`src/rtl/fetch_stage.sv`:
```
// fetch_stage: RV32I instruction-fetch stage.
// Owns the PC, drives the instruction-memory address and predicts taken
// branches with a 16-entry direct-mapped BTB trained by the execute stage.
module fetch_stage #(
  parameter int          BTB_ENTRIES = 16,
  parameter logic [12:0] RESET_PC    = 13'h0000
) (
  input  logic        CLK,
  input  logic        NRST,
  input  logic        stall,
  input  logic        fail_predict,
  input  logic [12:0] redirect_pc,
  output logic [12:0] imem_addr,
  input  logic [31:0] imem_rdata,
  output logic [12:0] pcF,
  output logic [31:0] instF,
  output logic        predict_taken,
  input  logic        upd_en,
  input  logic [12:0] upd_pc,
  input  logic        upd_taken,
  input  logic [12:0] upd_target
);

  // Counter value written on a fresh allocation and after reset.
  localparam logic [1:0] CTR_ALLOC = 2'b10;
  localparam logic [1:0] CTR_RESET = 2'b01;

  // Program counter.
  logic [12:0] r_pc;
  logic [12:0] w_pc_next;

  // BTB state: valid/ctr need reset values, tag/target do not.
  logic [BTB_ENTRIES-1:0]      r_valid;
  logic [BTB_ENTRIES-1:0][1:0] r_ctr;
  logic [6:0]                  r_tag    [BTB_ENTRIES];
  logic [12:0]                 r_target [BTB_ENTRIES];

  // Lookup side (current PC).
  logic [3:0]  w_idx;
  logic        w_hit;
  logic        w_pred;

  // Update side (resolved branch from execute).
  logic [3:0]  w_upd_idx;
  logic        w_upd_hit;
  logic [1:0]  w_upd_ctr;
  logic [12:0] w_redirect_aligned;
  logic [12:0] w_target_aligned;

  // Low address bits are architecturally zero; collected here so they are
  // visibly consumed.
  logic w_unused;
  assign w_unused = &{1'b0, redirect_pc[1:0], upd_pc[1:0], upd_target[1:0]};

  assign w_redirect_aligned = {redirect_pc[12:2], 2'b00};
  assign w_target_aligned   = {upd_target[12:2], 2'b00};

  // Combinational lookup on the registered PC; no bypass from the update port.
  assign w_idx  = r_pc[5:2];
  assign w_hit  = r_valid[w_idx] && (r_tag[w_idx] == r_pc[12:6]);
  assign w_pred = w_hit && r_ctr[w_idx][1];

  assign w_upd_idx = upd_pc[5:2];
  assign w_upd_hit = r_valid[w_upd_idx] && (r_tag[w_upd_idx] == upd_pc[12:6]);

  // Fetch outputs are a zero-latency view of the PC and memory.
  assign imem_addr     = r_pc;
  assign pcF           = r_pc;
  assign instF         = imem_rdata;
  assign predict_taken = w_pred;

  // Next-PC selection: redirect > stall > predicted target > sequential.
  always_comb begin
    // NOTE: default assignment first so every path drives w_pc_next; a missing branch would infer a latch.
    w_pc_next = r_pc + 13'd4;
    if (fail_predict) begin
      w_pc_next = w_redirect_aligned;
    end else if (stall) begin
      w_pc_next = r_pc;
    end else if (w_pred) begin
      w_pc_next = r_target[w_idx];
    end
  end

  // Saturating counter step for a hit update.
  always_comb begin
    w_upd_ctr = r_ctr[w_upd_idx];
    if (upd_taken) begin
      if (r_ctr[w_upd_idx] != 2'b11) w_upd_ctr = r_ctr[w_upd_idx] + 2'd1;
    end else begin
      if (r_ctr[w_upd_idx] != 2'b00) w_upd_ctr = r_ctr[w_upd_idx] - 2'd1;
    end
  end

  // PC register with asynchronous reset.
  always_ff @(posedge CLK or negedge NRST) begin
    // NOTE: sequential state uses non-blocking (<=) so all flops sample pre-edge values together.
    if (!NRST) begin
      r_pc <= {RESET_PC[12:2], 2'b00};
    end else begin
      r_pc <= w_pc_next;
    end
  end

  // BTB valid bits and direction counters; trained regardless of stall/redirect.
  always_ff @(posedge CLK or negedge NRST) begin
    if (!NRST) begin
      r_valid <= '0;
      r_ctr   <= {BTB_ENTRIES{CTR_RESET}};
    end else if (upd_en) begin
      if (w_upd_hit) begin
        r_ctr[w_upd_idx] <= w_upd_ctr;
      end else if (upd_taken) begin
        r_valid[w_upd_idx] <= 1'b1;
        r_ctr[w_upd_idx]   <= CTR_ALLOC;
      end
    end
  end

  // BTB tag/target storage, written on any taken update (hit or allocate).
  // NOTE: no reset on this array; entries are qualified by r_valid, so their contents are don't-care until written.
  always_ff @(posedge CLK) begin
    if (upd_en && upd_taken) begin
      r_tag[w_upd_idx]    <= upd_pc[12:6];
      r_target[w_upd_idx] <= w_target_aligned;
    end
  end

endmodule

```
`config.mk`:
```
export PLATFORM = sky130hd
export DESIGN_NAME = fetch_stage
export DESIGN_NICKNAME = d
export VERILOG_FILES = /design/src/rtl/fetch_stage.sv
export SDC_FILE = /design/constraint.sdc
export NUM_CORES = 1
export LEC_CHECK = 0
export ABC_AREA = 1
export CAP_MARGIN = 20
export CORE_ASPECT_RATIO = 2
export CORE_MARGIN = 2
export CORE_UTILIZATION = 40
export DETAILED_ROUTE_END_ITERATION = 7
export PLACE_DENSITY_LB_ADDON = 0.25
export SYNTH_ARGS = -nofsm -noshare
export SYNTH_HDL_FRONTEND = slang
export SYNTH_SLANG_ARGS = --single-unit
```
`constraint.sdc`:
```
create_clock -name CLK -period 2.2 [get_ports CLK]
set_input_delay 0.33 -clock CLK [delete_from_list [all_inputs] [get_ports CLK]]
set_output_delay 0.33 -clock CLK [all_outputs]
set_load 0.01 [all_outputs]
```
==> impl_metrics.yaml, run 1 <==
yosys:
  ys_seq_area_frac: 0.604
  synth_top_family_by_area: "simple AND/OR/NAND/NOR gates"
  synth-xor-area-share: 0.00261
  ys.warnings.count: 0
  syn_avg_cell_area_um2: 9.15
  synth_cells: 1836
  syn_area_mm2: 0.0168
  synth-simple-area-share: 0.216
  ys_seq_elements: 347
  synth_compound_area_frac: 0.0974
  muxShareOfSynthArea: 0
  synthDistinctLibCells: 36
  synthAdderAreaFrac: 0.000745
routing:
  detail-route-antenna-nets: 0
  vias_per_cell: 5.48
  dr_total_vias: 14600
  finalWirelength_um: 60800
  dr.pass1.iters: 5
  drc: 0
  drt_iter0_drc: 949
  wire_per_inst_um: 22.9
sta:
  slew_headroom: 0.426
  fmax_ghz: 0.328
  tightestPinTransition_ns: 0.858
  layout_setup_ws_ns: -0.850
  fin_crit_sh: 1.39
  setup_viol: 44
  grt_setup_unrepaired: "true"
  hold_ws_ns: 0.302
  period_minus_slack_ns: 3.05
  clock_skew_ns: 0.0206
  final_hold_viol_count: 0
  final_max_slew_viol_count: 0
placed_design:
  dpl.cell_count: 2558
  place.gp.congestion: 0.929
  io_buffer_count: 61
  detailed_place.area_mm2: 0.0197
  dpl_worst_slack_ns: -0.893
  hpwl_um: 38700
clock_tree:
  cts_buffers: 31
  htreeDepth: 1
  clock_latency_ns: 0.59
  ctsLongestPathBuffers: 3
  cts_tree: "done"
  cts.sinks: 347
  cts_root_buffer: "clkbuf_16"
  path_clk_slew_ns: 0.07
die:
  fp-row-count: 106
  die_h_um: 294
  die_area_mm2: 0.0438
  chipWidth_um: 149
  start_util: 0.403
  coreArea_mm2: 0.0416
  io_pins: 136
setup_path:
  r2r_cells: 21
  critPathKind: "flop to primary output"
  endpoint_kind: "primary output"
  crit_fanout: 7
  rr_startpoint: "imem_addr[2]$_DFFE_PN0P_"
  worstSetupStartpoint: "imem_addr[2]$_DFFE_PN0P_"
  reg2reg_slack_ns: -0.47
  crit_required_ns: 1.87
  crit_arrival_ns: 2.72
  start_kind: "flop"
  timing.rr.end: "imem_addr[2]$_DFFE_PN0P_"
layout:
  area_growth_syn_to_layout_pct: 32.6
  fin_area_mm2: 0.0223
  final_cell_count_no_fill: 2658
  nNetsFinal: 2175
  antennaDiodeCount: 0
  drive_gt1_frac: 0.261
job:
  cap_violations: 0
grt:
  grt_pass1_vias: 14400
  grt_max_degree: 64
  grt.overflow.total: 0
  antenna_found_initial: 1
  grt_pass1_wl_um: 86000
  track_usage: 0.266
hold_path:
  worstHoldPathType: "input port to async pin"
power:
  power.total_uw: 16500
  ir_drop_uv: 675
  power_density_mw_per_mm2: 742
  p_leak_uw: 0.00909
status:
  status: "finished, violations left"
  violations: "negative setup slack"
## per-stage QoR
stage | setup TNS, ns | util
2_1_floorplan | -13.11 | -
3_3_place_gp | -158.31 | 0.474
3_5_place_dp | -154.43 | 0.474
4_1_cts | -9.10 | 0.511
5_1_grt | -14.43 | 0.535
6_report | -8.87 | 0.535
## logic make-up (layout without fill, tap and decap cells)
group	count (synthesis)	in the layout
xor+xnor	5	5
fa+ha+maj	1	1
compound gates	296	296
other cells	1	4
simple gates	897	897
buf+inv	289	568
flops	347	347
## cell usage after synthesis
master,instances,share of area
a21oi_1,20,0.0060
o21bai_1,10,0.0045
a31oi_1,1,0.00037
dfstp_2,16,0.025
ha_1,1,0.00074
clkinv_1,4,0.00089
nor2_1,177,0.040
or2_2,1,0.00037
inv_2,2,0.00045
o22ai_1,43,0.016
o21ai_0,158,0.047
nor2_2,2,0.00074
a22o_1,1,0.00052
and3_1,1,0.00037
nand3_1,155,0.046
conb_1,1,0.00022
nand2_2,3,0.0011
buf_1,6,0.0013
o211ai_1,11,0.0049
nor2_4,3,0.0020
nand3_2,1,0.00060
inv_1,143,0.032
buf_4,61,0.027
xor2_1,4,0.0021
nor3_1,2,0.00060
dfrtp_1,43,0.064
o21ai_1,35,0.010
buf_2,19,0.0057
clkbuf_1,54,0.012
nand4_1,4,0.0015
a22oi_1,16,0.0071
xnor2_1,1,0.00052
edfxtp_1,288,0.51
nand2_1,547,0.12
or2_0,1,0.00037
o221ai_1,1,0.00052
## repair_timing
item	4_1_cts	5_1_grt
setup endpoints to repair	84	64
cloned	5	10
pin swaps	18	113
endpoints found under the hold margin	43	0
hold buffers	1	0
gates resized for setup	80	205
setup buffers	30	15
## registers in the layout, indices dropped and copies added (netlist names)
signal     count
imem_addr     11
r_ctr         32
r_tag        112
r_target     176
r_valid       16
## per-layer routing
metal  share of wire  global-route usage  vias up
li1                -                   -     6623
met1            0.32               0.269     6995
met2            0.53               0.499      673
met5               0                   0        -
met3           0.055              0.0259      284
met4           0.097               0.192        0
## cell type report
class | instances | area, um2
Clock buffer | 36 | 795
Clock inverter | 18 | 161
Fill cell | 3719 | 19400
Inverter | 149 | 572
Multi-Input combinational cell | 1203 | 6120
Sequential cell | 347 | 10100
Tap cell | 540 | 676
Timing Repair Buffer | 365 | 3810
## cell usage in the layout, fill, tap and decap left out, types with 17 or more instances in the layout
master,instances
nor2_1,149
buf_6,17
buf_12,44
buf_4,221
o21ai_0,139
nor2_2,26
nand3_2,43
dfrtp_1,41
nand2_1,487
inv_1,134
edfxtp_1,288
o21ai_1,44
a21oi_1,17
clkbuf_16,39
nand3_1,94
nand3_4,19
o22ai_1,43
clkdlybuf4s50_1,52
nand2_2,56
## worst max-delay path, cell delays in order, from the launching register on
cell	delay [ns]
dfrtp_4	0.55
inv_8	0.11
buf_8	0.13
buf_12	0.14
nand2_2	0.06
o211ai_1	0.08
nand2_1	0.13
nand2_1	0.10
nand2_1	0.07
inv_2	0.08
nand2_2	0.06
nand2_2	0.07
nand4_1	0.13
nor2_4	0.17
nand2_4	0.09
inv_2	0.06
buf_6	0.09
## how the worst max path moves through the flow
stage          slack (ns)                      to
2_1_floorplan       -0.11  r_tag[14][0]$_DFFE_PP_
3_3_place_gp        -0.83           predict_taken
3_5_place_dp        -0.89           predict_taken
4_1_cts             -0.84           predict_taken
5_1_grt             -0.91           predict_taken
6_report            -0.85           predict_taken
## power breakdown
group / total, uW / switching, uW / internal (uW)
registers: 7470 / 140 / 7330
logic: 3740 / 2180 / 1560
clock network: 5320 / 2410 / 2910
total: 16500 / 4730 / 11800
Power figures use the tool's default switching activity.
==> run 2: changes to the inputs <==
==> constraint.sdc (replaced) <==
create_clock -name CLK -period 3.36 [get_ports CLK]
set_input_delay 0.504 -clock CLK [delete_from_list [all_inputs] [get_ports CLK]]
set_output_delay 0.504 -clock CLK [all_outputs]
set_load 0.01 [all_outputs]
==> impl_metrics.yaml, run 2 (synthesis results as in run 1) <==
status:
  status: "finished clean"
setup_path:
  cp_cell_sequence: "clkinv_8, bufbuf_16, o211ai_1, nand2_1, nand2_2, nand2_1, inv_1, nand2_1, nand2_1, nand4_1, nor2_2, nand2_2, inv_1, buf_2"
  crit_arrival_ns: 2.73
  start_kind: "flop"
  cpPeakStageDelay_ns: 0.54
  endpoint_kind: "primary output"
  crit_required_ns: 2.86
  critPathKind: "flop to primary output"
  crit_fanout: 13
  cpMostUsedCell: "nand2_1"
  cpMaxStageDelayCell: "dfrtp_4"
grt:
  grt.overflow.total: 0
  track_usage: 0.242
  grt_pass1_wl_um: 78500
  antenna_found_initial: 1
  grt_pass1_vias: 13300
  grt_max_degree: 79
layout:
  top_register: "r_target"
  layout_commonest_cell: "nand2_1"
  layout_common_cells: "nand2_1, edfxtp_1, nor2_1"
  post-route-util: 0.472
  drive_gt1_frac: 0.118
  nNetsFinal: 1980
  top_regs: "r_target x176, r_tag x112, r_ctr x32"
  largest_register_ffs: 176
  area_growth_syn_to_layout_pct: 17.0
  antennaDiodeCount: 0
die:
  fp-row-count: 106
  die_area_mm2: 0.0438
  io_pins: 136
  coreArea_mm2: 0.0416
  chipWidth_um: 149
  die_h_um: 294
  start_util: 0.403
routing:
  dr.pass1.iters: 7
  vias_per_cell: 5.42
  finalWirelength_um: 53100
  drc: 0
  dr_total_vias: 13400
  drt_iter0_drc: 953
  wire_per_inst_um: 21.5
  detail-route-antenna-nets: 0
clock_tree:
  ctsLongestPathBuffers: 3
  path_clk_slew_ns: 0.07
  cts_tree: "done"
  clock_latency_ns: 0.60
  cts_buffers: 31
  cts.sinks: 347
  htreeDepth: 1
  cts_root_buffer: "clkbuf_16"
power:
  ir_drop_uv: 414
  power_density_mw_per_mm2: 530
  p_leak_uw: 0.00786
sta:
  tightestPinTransition_ns: 0.698
  fin_crit_sh: 0.963
  slew_headroom: 0.533
  clock_skew_ns: 0.0303
  final_hold_viol_count: 0
  fmax_ghz: 0.309
  layout_setup_ws_ns: 0.124
  final_max_slew_viol_count: 0
  setup_viol: 0
  period_minus_slack_ns: 3.24
hold_path:
  worstHoldPathType: "input port to async pin"
job:
  cap_violations: 0
placed_design:
  hpwl_um: 34900
  place.gp.congestion: 0.921
  dpl_worst_slack_ns: 0.0945
  io_buffer_count: 61
## run 2: final cells by class
type,count,area (um2)
inverter,149,576
sequential,347,10200
clock buffer,31,776
timing repair buffer,169,1770
fill,3962,22000
multi-input combinational,1203,5420
timing repair inverter,1,6.26
tap,540,676
clock inverter,27,282
## run 2: final timing paths
path | startpoint | end | slack [ns] | cells past startpoint
worst max register to register | imem_addr[2]$_DFFE_PN0P_ | imem_addr[9]$_DFFE_PN0P_ | 0.52 | 10
max in group asynchronous | NRST | r_ctr[6]$_DFFE_PN1P_ | 2.19 | 3
worst min register to register | r_ctr[22]$_DFFE_PN1P_ | r_ctr[22]$_DFFE_PN1P_ | 0.47 | 2
worst min-delay path | NRST | r_ctr[25]$_DFFE_PN0P_ | 0.41 | 2
min in group CLK | r_ctr[22]$_DFFE_PN1P_ | r_ctr[22]$_DFFE_PN1P_ | 0.47 | 2
worst max-delay path | imem_addr[2]$_DFFE_PN0P_ | predict_taken | 0.12 | 14
## run 2: where the power goes
part / leakage [uW] / internal (uW) / switching (uW)
sequential: 0.00325 / 4800 / 122
clock: 0.000510 / 2080 / 1660
combinational: 0.00410 / 622 / 1130
## run 2: layer usage
metal / GRT usage / wire length (um) / up-vias / share of wire
met5: 0 / 0 / - / 0
met4: 0.203 / 5230 / 0 / 0.099
met2: 0.438 / 27600 / 499 / 0.52
met3: 0.0256 / 2390 / 218 / 0.045
li1: - / - / 6224 / -
met1: 0.246 / 17800 / 6430 / 0.34
## run 2: critical path: cells and delay by family, from the launching register on
family                 cells  cell delay (ns)
AND/OR/NAND/NOR            8             0.75
buffers and inverters      5             0.65
flip-flops                 1             0.54
AO/OA/AOI/OAI              1             0.20
## run 2: per-stage QoR
stage | setup TNS, ns | std cells | hold slack [ns] | power, uW | area [um2]
after detailed placement | 0 | 2398 | 0.456 | 6670 | 18400
final | 0 | 2467 | 0.411 | 10400 | 19700
after global placement | 0 | 2398 | 0.451 | 6630 | 18400
after global routing | -0.00856 | 2467 | 0.439 | 10800 | 19700
after CTS | 0 | 2464 | 0.401 | 10400 | 19600
after floorplan | 0 | 1839 | 0.208 | 5970 | 16800
## run 2: timing repair
action                                  4_1_cts  5_1_grt
hold buffers                                  1        0
pin swaps                                     1        7
resized for setup                            20       12
setup buffers                                 5        3
hold endpoints to repair                      8        0
endpoints found under the setup margin        1        1
cloned                                        2        0
==> run 3: changes to the inputs <==
--- a/config.mk
+++ b/config.mk
@@ -11,7 +11,6 @@
 export CORE_MARGIN = 2
 export CORE_UTILIZATION = 40
 export DETAILED_ROUTE_END_ITERATION = 7
-export PLACE_DENSITY_LB_ADDON = 0.25
 export SYNTH_ARGS = -nofsm -noshare
 export SYNTH_HDL_FRONTEND = slang
 export SYNTH_SLANG_ARGS = --single-unit
==> impl_metrics.yaml, run 3 (synthesis results as in run 1) <==
clock_tree:
  cts.sinks: 347
  clock_latency_ns: 0.54
  htreeDepth: 2
  cts_buffers: 34
  path_clk_slew_ns: 0.07
  ctsLongestPathBuffers: 3
  cts_tree: "done"
  cts_root_buffer: "clkbuf_16"
routing:
  dr_total_vias: 13400
  wire_per_inst_um: 22.0
  finalWirelength_um: 54200
  wl_met2_um: 29400
  vias_per_cell: 5.42
  detail-route-antenna-nets: 0
  drt_iter0_drc: 897
  dr.pass1.iters: 7
  wl_met3_um: 2620
  highest_layer: "met4"
  drc: 0
  wl_met1_um: 17900
hold_path:
  worstHoldPathType: "flop to flop"
die:
  chipWidth_um: 149
  die_area_mm2: 0.0438
  io_pins: 136
  start_util: 0.403
  coreArea_mm2: 0.0416
  fp-row-count: 106
  die_h_um: 294
layout:
  antennaDiodeCount: 0
  area_growth_syn_to_layout_pct: 17.4
  post-route-util: 0.474
  top_regs: "r_target x176, r_tag x112, r_ctr x32"
  layout_commonest_cell: "nand2_1"
  drive_gt1_frac: 0.114
  layout_common_cells: "nand2_1, edfxtp_1, nor2_1"
  largest_register_ffs: 176
  top_register: "r_target"
  nNetsFinal: 1983
setup_path:
  cp_cell_sequence: "buf_12, buf_6, inv_8, nand2_1, nand3_1, nand2_1, nand2_1, nand2_2, inv_1, nand2_1, nand2_1, nand4_1, nor2_2, nand2_2, inv_1, clkbuf_2"
  cpMostUsedCell: "nand2_1"
  cpPeakStageDelay_ns: 0.50
  cpMaxStageDelayCell: "dfrtp_4"
  crit_required_ns: 2.86
  endpoint_kind: "primary output"
  crit_arrival_ns: 2.66
  start_kind: "flop"
  critPathKind: "flop to primary output"
  crit_fanout: 14
sta:
  grt_setup_unrepaired: "false"
  clock_skew_ns: 0.0208
  fin_crit_sh: 0.941
  fmax_ghz: 0.316
  slew_headroom: 0.517
  period_minus_slack_ns: 3.16
  setup_viol: 0
  final_max_slew_viol_count: 0
  tns_ns: 0
  tightestPinTransition_ns: 0.721
  final_hold_viol_count: 0
power:
  comb_power_share: 0.173
  p_sw_uw: 2940
  p_leak_uw: 0.00788
  ir_drop_uv: 480
  clock_power_share: 0.355
  p_seq_frac: 0.472
  p_int_uw: 7470
  power_density_mw_per_mm2: 528
  swShare: 0.282
placed_design:
  place.gp.congestion: 0.931
  hpwl_um: 34600
  io_buffer_count: 61
job:
  cap_violations: 0
grt:
  grt_pass1_vias: 13500
  antenna_found_initial: 1
  grt_pass1_wl_um: 80000
  grt_max_degree: 90
  track_usage: 0.248
  grt.overflow.total: 0
status:
  status: "finished clean"
run 3: cell count changes in the layout (fill, tap and decap cells not counted), sizes merged:
cell      delta
buf          -3
bufinv       -4
clkbuf      +18
clkinv       -5
clkinvlp     -1
inv          -4
run 3: worst paths after layout:
kind,from,endpoint,slack [ns],depth (start not counted)
min,r_ctr[18]$_DFFE_PN1P_,r_ctr[18]$_DFFE_PN1P_,0.46,2
max reg2reg,imem_addr[2]$_DFFE_PN0P_,imem_addr[4]$_DFFE_PN0P_,0.63,12
max,imem_addr[2]$_DFFE_PN0P_,predict_taken,0.20,16
min in group asynchronous,NRST,r_ctr[25]$_DFFE_PN0P_,0.51,2
min reg2reg,r_ctr[18]$_DFFE_PN1P_,r_ctr[18]$_DFFE_PN1P_,0.46,2
max in group asynchronous,NRST,r_ctr[2]$_DFFE_PN1P_,2.06,3
run 3: per-layer routing:
metal,track usage,vias up
met5,0,-
met4,0.175,0
met3,0.0264,184
met2,0.467,503
met1,0.248,6456
li1,-,6238
run 3: metrics by stage:
stage               cell area [um2]  setup WS [ns]  hold slack (ns)  power (uW)  std cells
finish                        19700          0.198            0.462       10400       2468
floorplan                     16800          0.770            0.208        5970       1839
global route                  19700         0.0596            0.476       10800       2468
detailed placement            18300          0.116            0.453        6680       2392
global placement              18300          0.156            0.449        6650       2392
CTS                           19600         0.0240            0.462       10400       2463
run 3: critical path, delay by kind of cell, from the launching register on:
family | cells | cell delay (ns)
and+or+nand+nor | 10 | 0.91
buffers and inverters | 6 | 0.71
DFF | 1 | 0.50
run 3: what timing repair did:
action,in CTS,in global routing
gates cloned,4,2
hold buffers,1,0
endpoints found under the setup margin,1,1
resized for setup,26,7
hold endpoints to repair,14,0
pin swaps,0,1
buffers inserted,7,3
run 3: cell type report:
cell class              instances  area (um2)
repair inverters                1        11.3
inverters                     149         577
clock inverters                13         116
clock buffers                  46         927
well taps                     540         676
multi-input cells            1203        5420
repair buffers                169        1840
flip-flops and latches        347       10200
fillers                      3969       21900
run 3: power by group through the flow:
| stage | combinational, uW | sequential [uW] | clock, uW |
|---|---|---|---|
| after floorplan | 1000 | 4970 | 0 |
| after global placement | 1650 | 5000 | 0 |
| after detailed placement | 1670 | 5010 | 0 |
| after CTS | 1760 | 4930 | 3730 |
| after global routing | 1970 | 4930 | 3880 |
| final | 1800 | 4920 | 3690 |
